[src/rtl/lsu_mem.sv]
// Load/store unit: sub-word loads and stores over a word-wide, big-endian data memory port.
// Sub-word stores are done as read-modify-write; misaligned or out-of-range accesses fault.
module lsu_mem #(
    parameter int unsigned MEM_BYTES = 1024
) (
    input  logic        clk,
    input  logic        rst_n,
    input  logic        req,
    input  logic        we,
    input  logic [1:0]  size,
    input  logic        sign_ext,
    input  logic [31:0] addr,
    input  logic [31:0] wdata,
    output logic [31:0] rdata,
    output logic        busy,
    output logic        done,
    output logic        err,
    output logic [31:0] data_addr,
    output logic        data_wr,
    output logic [31:0] data_out,
    input  logic [31:0] data_in
);

    localparam logic [31:0] MemLimit = 32'(MEM_BYTES);

    typedef enum logic [1:0] {StIdle, StRd, StWr, StDone} state_e;

    state_e      state;
    logic        we_q;
    logic        sext_q;
    logic [1:0]  size_q;
    logic [1:0]  off_q;
    logic [15:0] wdata_q;

    logic        fault;
    logic [31:0] base;
    logic [4:0]  lane_sh;
    logic [31:0] shifted;
    logic [7:0]  byte_val;
    logic [15:0] half_val;
    logic [31:0] load_val;
    logic [31:0] lane_mask;
    logic [31:0] merged;

    always_comb begin
        fault = (size == 2'b11) ||
                (size == 2'b01 && addr[0]) ||
                (size == 2'b10 && addr[1:0] != 2'b00) ||
                (addr >= MemLimit);
        base  = {addr[31:2], 2'b00};
    end

    // Byte at offset k sits in bits [31-8k -: 8], so shift right by 8*(3-k).
    always_comb begin
        lane_sh  = {2'd3 - off_q, 3'b000};
        shifted  = data_in >> lane_sh;
        byte_val = shifted[7:0];
        half_val = off_q[1] ? data_in[15:0] : data_in[31:16];

        case (size_q)
            2'b00:   load_val = {{24{sext_q & byte_val[7]}}, byte_val};
            2'b01:   load_val = {{16{sext_q & half_val[15]}}, half_val};
            default: load_val = data_in;
        endcase

        if (size_q == 2'b00) begin
            lane_mask = 32'h0000_00FF << lane_sh;
            merged    = (data_in & ~lane_mask) | ({4{wdata_q[7:0]}} & lane_mask);
        end else begin
            lane_mask = off_q[1] ? 32'h0000_FFFF : 32'hFFFF_0000;
            merged    = (data_in & ~lane_mask) | ({2{wdata_q}} & lane_mask);
        end
    end

    always_ff @(posedge clk or negedge rst_n) begin
        if (!rst_n) begin
            state     <= StIdle;
            we_q      <= 1'b0;
            sext_q    <= 1'b0;
            size_q    <= 2'b00;
            off_q     <= 2'b00;
            wdata_q   <= 16'h0000;
            rdata     <= 32'h0;
            busy      <= 1'b0;
            done      <= 1'b0;
            err       <= 1'b0;
            data_addr <= 32'h0;
            data_wr   <= 1'b0;
            data_out  <= 32'h0;
        end else begin
            case (state)
                StIdle: begin
                    if (req) begin
                        we_q    <= we;
                        size_q  <= size;
                        sext_q  <= sign_ext;
                        off_q   <= addr[1:0];
                        wdata_q <= wdata[15:0];
                        busy    <= 1'b1;
                        if (fault) begin
                            state <= StDone;
                            done  <= 1'b1;
                            err   <= 1'b1;
                        end else if (we && size == 2'b10) begin
                            // Full-word store needs no read: write straight away.
                            state     <= StWr;
                            data_addr <= base;
                            data_wr   <= 1'b1;
                            data_out  <= wdata;
                        end else begin
                            state     <= StRd;
                            data_addr <= base;
                        end
                    end
                end
                StRd: begin
                    if (!we_q) begin
                        state <= StDone;
                        done  <= 1'b1;
                        rdata <= load_val;
                    end else begin
                        state    <= StWr;
                        data_wr  <= 1'b1;
                        data_out <= merged;
                    end
                end
                StWr: begin
                    state   <= StDone;
                    data_wr <= 1'b0;
                    done    <= 1'b1;
                end
                StDone: begin
                    state <= StIdle;
                    done  <= 1'b0;
                    err   <= 1'b0;
                    busy  <= 1'b0;
                end
                default: state <= StIdle;
            endcase
        end
    end

endmodule

[config.mk]
export PLATFORM = sky130hd
export DESIGN_NAME = lsu_mem
export DESIGN_NICKNAME = d
export VERILOG_FILES = /design/src/rtl/lsu_mem.sv
export SDC_FILE = /design/constraint.sdc
export NUM_CORES = 1
export LEC_CHECK = 0
export CAP_MARGIN = 15
export CORE_ASPECT_RATIO = 1.2
export CORE_UTILIZATION = 42
export CTS_CLUSTER_SIZE = 12
export DETAILED_ROUTE_END_ITERATION = 8
export MAX_ROUTING_LAYER = met4
export PLACE_DENSITY = 0.81
export SLEW_MARGIN = 15
export SYNTH_ARGS = -nofsm -noshare
export SYNTH_HDL_FRONTEND = slang
export SYNTH_SLANG_ARGS = --single-unit
[constraint.sdc]
create_clock -name clk -period 2 [get_ports clk]
set_clock_uncertainty 0.1 [all_clocks]
set_input_delay 0.4 -clock clk [delete_from_list [all_inputs] [get_ports clk]]
set_output_delay 0.4 -clock clk [all_outputs]
set_load 0.02 [all_outputs]
Word level (Yosys, flattened, before mapping)
Index checks and enable logic that the tools add are counted.
Widths: inputs -> output; s select.
- reductions and logical operators: 20
- bitwise operators: 12
- shifts and indexed selects: 2
- muxes and demuxes: 26
- add/subtract/negate cells: 1
- order comparisons: 1
- equal/unequal tests: 13
- operator list (kind ; count):
    $mux 32 ; 6
    $and 32x32->32 ; 4
    $pmux 32 s2 ; 2
    $not 32->32 ; 2
    $or 32x32->32 ; 2
    $ge 32x11->1 const B ; 1
    $shl 8x5->32 const A ; 1
    $shr 32x5->8 ; 1
    $mux 16 ; 1
    $ne 2x2->1 const B ; 6
    $reduce_and 5->1 ; 2
    $mux 1 ; 9
    $reduce_and 3->1 ; 3
    $eq 2x2->1 const B ; 4
    $pmux 2 s4 ; 1
    $eq 2x1->1 const B ; 3
    $mux 2 ; 3
    $reduce_and 2->1 ; 3
    $reduce_bool 2->1 ; 3
    $logic_not 2->1 ; 2
    $pmux 1 s2 ; 2
    $pmux 1 s4 ; 1
    $logic_and 1x1->1 ; 3
    $logic_or 1x1->1 ; 3
    5 further kinds ; 7
- output and inout bits: 100
- input port bits: 103
- bits in registers: 122
- word-level logic and storage cells: 88

Longest topological paths before layout
Gate-level depths: netlist of the first run.
- word-level depth: 8
- mapped depth: 8
- gate-level depth less buffers: 7

Least setup slack after synthesis of the first run
OpenSTA, ideal clock, no wires.
- path type: register to register
- start point: reg state[0]
- end point: reg data_out[10]
- period minus slack after synthesis: 2.025 ns
- data required time: 1.775 ns
- buffers on the path: 1
- path slack: -0.025 ns
- library setup time: 0.125 ns
- arrival: 1.800 ns
- cell stages (with the launch flop): 9
- path through: dfrtp_1 -> inv_1 -> ha_1 -> nand2_2 -> or3_1 -> o21ai_2 -> nand3_4 -> buf_6 -> mux2_4
- word-level cells in the longest chain between the ends: 3
- elaborated cells on any way between the ends: 9
- classes of those cells: 5 x eq/ne; 1 x mux; 3 x reduce/logical
- RTL lines (element ; line ; text):
    from (decl) ; 28 ; state_e state;
    from (signal assigned) ; 77 ; state <= StIdle;
    from (signal assigned) ; 101 ; state <= StDone;
    from (signal assigned) ; 106 ; state <= StWr;
    $eq 2x1->1 or $logic_not 2->1 (tied branches) ; 91 ; case (state)
    $ne 2x2->1 (no line) or $reduce_bool 2->1 (tied branches) ; - ;
    $reduce_and 5->1 (no line) ; - ;
    to (signal assigned) ; 109 ; data_out <= wdata;
    to (signal assigned) ; 124 ; data_out <= merged;
    to (decl) ; 20 ; output logic [31:0] data_out,
Several ways; a longest one is shown, not always the timed one.
A chain may end at the register's enable or synchronous reset.

Final worst setup path of the first run
- start point: reg state[1]
- end point: reg data_out[28]
Same word-level chain as after synthesis.

==> metrics, run 1 <==
HPWL Detailed approximately 15000 um; RSZ-0062 raised after global routing yes; full die area ~15000 um^2; status finished clean; worst-margin pin slew about 520 ps; fraction of layout cells with a size suffix above 1 0.218; worst-path fanout max 32; Core Util, Final 0.660; CTS Buf Count 17; CP arrival 2190 ps; Clock Latency Late Sink a little over 400 ps; Net count, final ~900; Avg Vias per Cell between 5 and 6; worst hold slack 266 ps; Num Clock Sinks about 120; height of the die 135 um; largest stage delay on the critical path between 300 and 400 ps; endpoints failing hold 0; ranking of synthesized cells by area dfrtp_1 (49%), mux2_4 (7.2%), mux2_2 (6.9%); total track usage 0.278; Final Setup Violations 0; maximum VDD drop around 0.00054 V; ANT nets after route 0; Synth Instances between 500 and 600; Multi-input gate area around 3000 um^2; Final Power 14.9 mW; worst setup path class flip-flop to flip-flop; Fmax about 500 MHz; Mapped Area around 6200 um^2; Synth area leader dfrtp_1; Yosys reg bits about 120; crit end category flip-flop; CP cell instances inv_2, ha_4, nand2_4, or3_4, o21ai_2, nand3_4, buf_12, mux2_4; Slew headroom 0.651; DIE WIDTH ~110 um; clk buf depth 2; # port buffers 200; leak pwr around 4.5 nW; first-pass GRT wire length approximately 31000 um; Slew Limit Fails 0; Slowest-stage cell, CP dfrtp_1; WP data required roughly 2200 ps; vias post-DR 5523; Largest delay share family, worst path simple AND/OR/NAND/NOR gates; minimum clock period approximately 2000 ps; sequential standard cell area roughly 3100 um^2; P per Cell Area approximately 1600 nW/um^2; post-synth top area share 0.491; Core Box Area around 14000 um^2; total wire length around 20000 um; clk slew on worst S/H paths 60 ps; RD Place Congestion around 0.90; Setup TNS 0 ps; DRT Pass-1 Iters 5; post-synthesis sequential area ratio 0.491; I/O pins 203; ant diodes 0; initial antenna violation count 0; most common cell after layout, fill and taps aside clkdlybuf4s50_1; CP startpoint kind flip-flop; drt drc 0; largest net degree at the start of global routing between 60 and 70; final-layout fill cell count around 1100; htree depth 4; post-synthesis cell type count 43; synth warn 0; CTS tree done; commonest non-fill, non-tap cells in the layout clkdlybuf4s50_1 (181), dfrtp_1 (121), nand2_1 (50); Final Cycle Share 0.997; Starting Density 0.431; DR WL/cell between 15 and 20 um; Max-cap violations 0; grt total ovfl 0; row cnt 48; initial DRC count roughly 260; crit path buf inv count 2; Min-Delay Path Class input pin to async pin; Area Growth Syn to Fin 53.1%; Clock Tree Root clkbuf_16; vias in the first global route 5716; syn avg cell area between 10 and 15 um^2
## where the power goes
part / internal [mW] / switching, mW
clock: 1.75 / 1.17
sequential: 3.42 / 0.746
combinational: 3.93 / 3.91
## Yosys cell counts, drive strengths merged
cell and count:
dfrtp 122, mux2 68, nand2 52, a21oi 49, nand3 42, mux2i 40, nor2 36, o21ai 33
clkbuf 24, nor2b 23, buf 17, a22o 11, a22oi 8, inv 8, o22ai 7, a21o 6
a32oi 5, nor3 5, nor4 5, ha 4, o211ai 3, or2 3, a221oi 2, or3 2
a31o 1, conb 1, nand2b 1, nand3b 1, nand4 1, o31ai 1
## logic make-up (layout without fill, tap and decap cells)
kind of cell,Yosys count,in the layout,synth area share
and+or+nand+nor,171,171,0.132
AOI/OAI and AO/OA,126,126,0.125
DFF,122,122,0.491
muxes,108,108,0.206
buffers and inverters,49,298,0.0374
adders and majority gates,4,4,0.00805
other,1,2,0.000603
## per-layer routing
| layer | vias to the layer above | part of all wire | track usage |
|---|---|---|---|
| met4 | 0 | 0.026 | 0.108 |
| met1 | 2679 | 0.40 | 0.314 |
| met3 | 37 | 0.074 | 0.0752 |
| met2 | 270 | 0.50 | 0.468 |
| li1 | 2537 | - | - |
| met5 | - | 0 | - |
## registers in the layout (all words and copies together), names as in the netlist
register	flops
data_out	32
rdata	32
data_addr	30
wdata_q	16
off_q	2
size_q	2
state	2
busy	1
data_wr	1
done	1
err	1
sext_q	1
we_q	1
## cell type report
type                    instances  area share
clock buffers                  19      0.0465
multi-input cells             411       0.315
inverters                       8     0.00316
well taps                     175      0.0230
flip-flops and latches        122       0.321
clock inverters                13      0.0125
repair buffers                258       0.279
## what timing repair did
action	4_1_cts	5_1_grt
resized for setup	4	27
hold endpoints to repair	59	0
hold buffers	1	0
endpoints found under the setup margin	39	69
setup buffers	1	2
cloned	1	1
pin swaps	2	9
## path summary, 6_finish.rpt
path                                      start                        end  slack (ps)  cells after the start
setup / recovery           state[1]$_DFFE_PN0P_   data_out[28]$_DFFE_PN0P_           7                      8
hold / removal                            rst_n  data_addr[13]$_DFFE_PN0P_         270                      2
setup reg to reg           state[1]$_DFFE_PN0P_   data_out[28]$_DFFE_PN0P_           7                      8
hold reg to reg            rdata[6]$_DFFE_PN0P_       rdata[6]$_DFFE_PN0P_         380                      2
max in group asynchronous                 rst_n       off_q[1]$_DFFE_PN0P_         970                      3
min in group clk                        addr[0]       off_q[0]$_DFFE_PN0P_         340                      3
## worst register-to-register path: stages, from the launching register on
cell,delay [ps]
dfrtp_1,380
inv_2,90
ha_4,160
nand2_4,40
or3_4,370
o21ai_2,90
nand3_4,90
buf_12,200
mux2_4,350
## through the flow
step	std cells	cell area [um^2]	setup WS, ps
global placement	968	8780	-429
finish	1006	9520	6.67
floorplan	582	6250	18.9
detailed placement	968	8780	-535
global route	1006	9520	-45.5
CTS	1003	9400	2.87
(Power assumes the default switching activity.)
==> inputs of run 2 (changes only) <==
- CTS_BUF_LIST: default -> sky130_fd_sc_hd__clkbuf_4 sky130_fd_sc_hd__clkbuf_8 sky130_fd_sc_hd__clkbuf_16
- CTS_CLUSTER_SIZE: 12 -> default
- HOLD_SLACK_MARGIN: default -> 0.06
==> metrics, run 2 (synthesis results as in run 1) <==
status finished clean; row cnt 48; vias in the first global route 5716; DR WL/cell ~20 um; largest net degree at the start of global routing 64; clk slew on worst S/H paths around 60 ps; worst setup path class flip-flop to flip-flop; drt drc 0; commonest non-fill, non-tap cells in the layout clkdlybuf4s50_1 (181), dfrtp_1 (121), nand2_1 (50); full die area approximately 15000 um^2; fraction of layout cells with a size suffix above 1 0.219; Avg Vias per Cell approximately 5.5; ANT nets after route 0; Largest regs data_out x32, rdata x32, data_addr x30; HPWL Detailed between 10000 and 15000 um; initial antenna violation count 0; Setup crit start state[1]$_DFFE_PN0P_; Final Setup Violations 0; CP endpoint data_out[28]$_DFFE_PN0P_; r2r setup slk between 6 and 7 ps; total track usage 0.278; CTS tree done; worst-path fanout max 32; crit end category flip-flop; DP Area between 8000 and 9000 um^2; Min-Delay Path Class input pin to async pin; height of the die approximately 140 um; fin area around 9500 um^2; RR Endpoint data_out[28]$_DFFE_PN0P_; maximum VDD drop between 0.0005 and 0.0006 V; Core Box Area approximately 14000 um^2; Clock Tree Root clkbuf_16; htree depth 4; cells on worst reg2reg path 8; endpoints failing hold 0; Final Power between 10 and 15 mW; I/O pins between 200 and 250; RD Place Congestion roughly 0.90; clk buf depth 2; most common cell after layout, fill and taps aside clkdlybuf4s50_1; final-layout fill cell count around 1100; Final WS setup 6.23 ps; CP arrival approximately 2200 ps; DRT Pass-1 Iters 5; WP data required roughly 2200 ps; # port buffers 200; leak pwr ~4.5 nW; RSZ-0062 raised after global routing yes; Reg-to-Reg Start state[1]$_DFFE_PN0P_; Core Util, Final 0.660; Net count, final 925; CP startpoint kind flip-flop; CTS Buf Count 17; Area Growth Syn to Fin 53.2%; ant diodes 0; Fmax between 500 and 600 MHz; initial DRC count 270; Final Cycle Share 0.997; total wire length around 20000 um; DIE WIDTH 113 um; grt total ovfl 0; first-pass GRT wire length approximately 31000 um; DP Worst Slack -535 ps; vias post-DR around 5500; minimum clock period between 1500 and 2000 ps; Max-cap violations 0; Clock Latency Late Sink 410 ps; Starting Density 0.431; Setup TNS 0 ps; Slew headroom 0.651; worst-margin pin slew ~520 ps; Num Clock Sinks roughly 120; Slew Limit Fails 0; P per Cell Area 1570 nW/um^2
[run 2: cell counts in the layout (fill, tap and decap cells not counted)]
No cell type changed its count.
[run 2: final cells by class]
cell class	count	area [um^2]	area share
timing repair buffer	258	2650	0.278
tap	175	219	0.0230
clock buffer	19	447	0.0469
clock inverter	13	119	0.0125
multi-input combinational	411	3000	0.315
inverter	8	30.0	0.00315
sequential	122	3050	0.321
[run 2: worst min path at each step]
stage,start,endpoint,slack [ps],cells past startpoint
after detailed placement,rst_n,data_addr[2]$_DFFE_PN0P_,150,1
after floorplan,rst_n,busy$_DFFE_PN0P_,4,0
final,rst_n,data_addr[13]$_DFFE_PN0P_,270,2
after global placement,rst_n,data_addr[6]$_DFFE_PN0P_,140,1
after CTS,rst_n,data_addr[13]$_DFFE_PN0P_,240,2
after global routing,rst_n,data_addr[13]$_DFFE_PN0P_,260,2
[run 2: per-layer routing]
| metal | up-vias | share of wire | wire (um) | track usage |
|---|---|---|---|---|
| met1 | 2684 | 0.39 | 7900 | 0.314 |
| met2 | 272 | 0.50 | 10100 | 0.468 |
| li1 | 2536 | - | - | - |
| met4 | 0 | 0.026 | 517 | 0.108 |
| met3 | 37 | 0.076 | 1530 | 0.0752 |
| met5 | - | 0 | 0 | - |
[run 2: report_power, final]
part           switching (mW)  internal, mW  leakage, nW
combinational            3.91          3.93         2.68
sequential              0.745          3.42         1.52
clock                    1.16          1.76        0.270
[run 2: repair_timing]
| action | CTS | global route |
|---|---|---|
| gates cloned | 1 | 1 |
| endpoints found under the setup margin | 39 | 69 |
| pin swaps | 2 | 9 |
| gates resized for setup | 4 | 27 |
| setup buffers | 1 | 2 |
| hold buffers | 1 | 0 |
| endpoints found under the hold margin | 122 | 0 |
[run 2: metrics by stage]
| stage | std cells | hold WS (ps) |
|---|---|---|
| after global routing | 1006 | 261 |
| after global placement | 968 | 141 |
| final | 1006 | 267 |
| after floorplan | 582 | 4.41 |
| after detailed placement | 968 | 145 |
| after CTS | 1003 | 242 |
[run 2: critical path, stage by stage, from the launching register on]
cell and delay [ps]:
dfrtp_1 380, inv_2 90, ha_4 160, nand2_4 40, or3_4 370, o21ai_2 90, nand3_4 90, buf_12 200
mux2_4 320
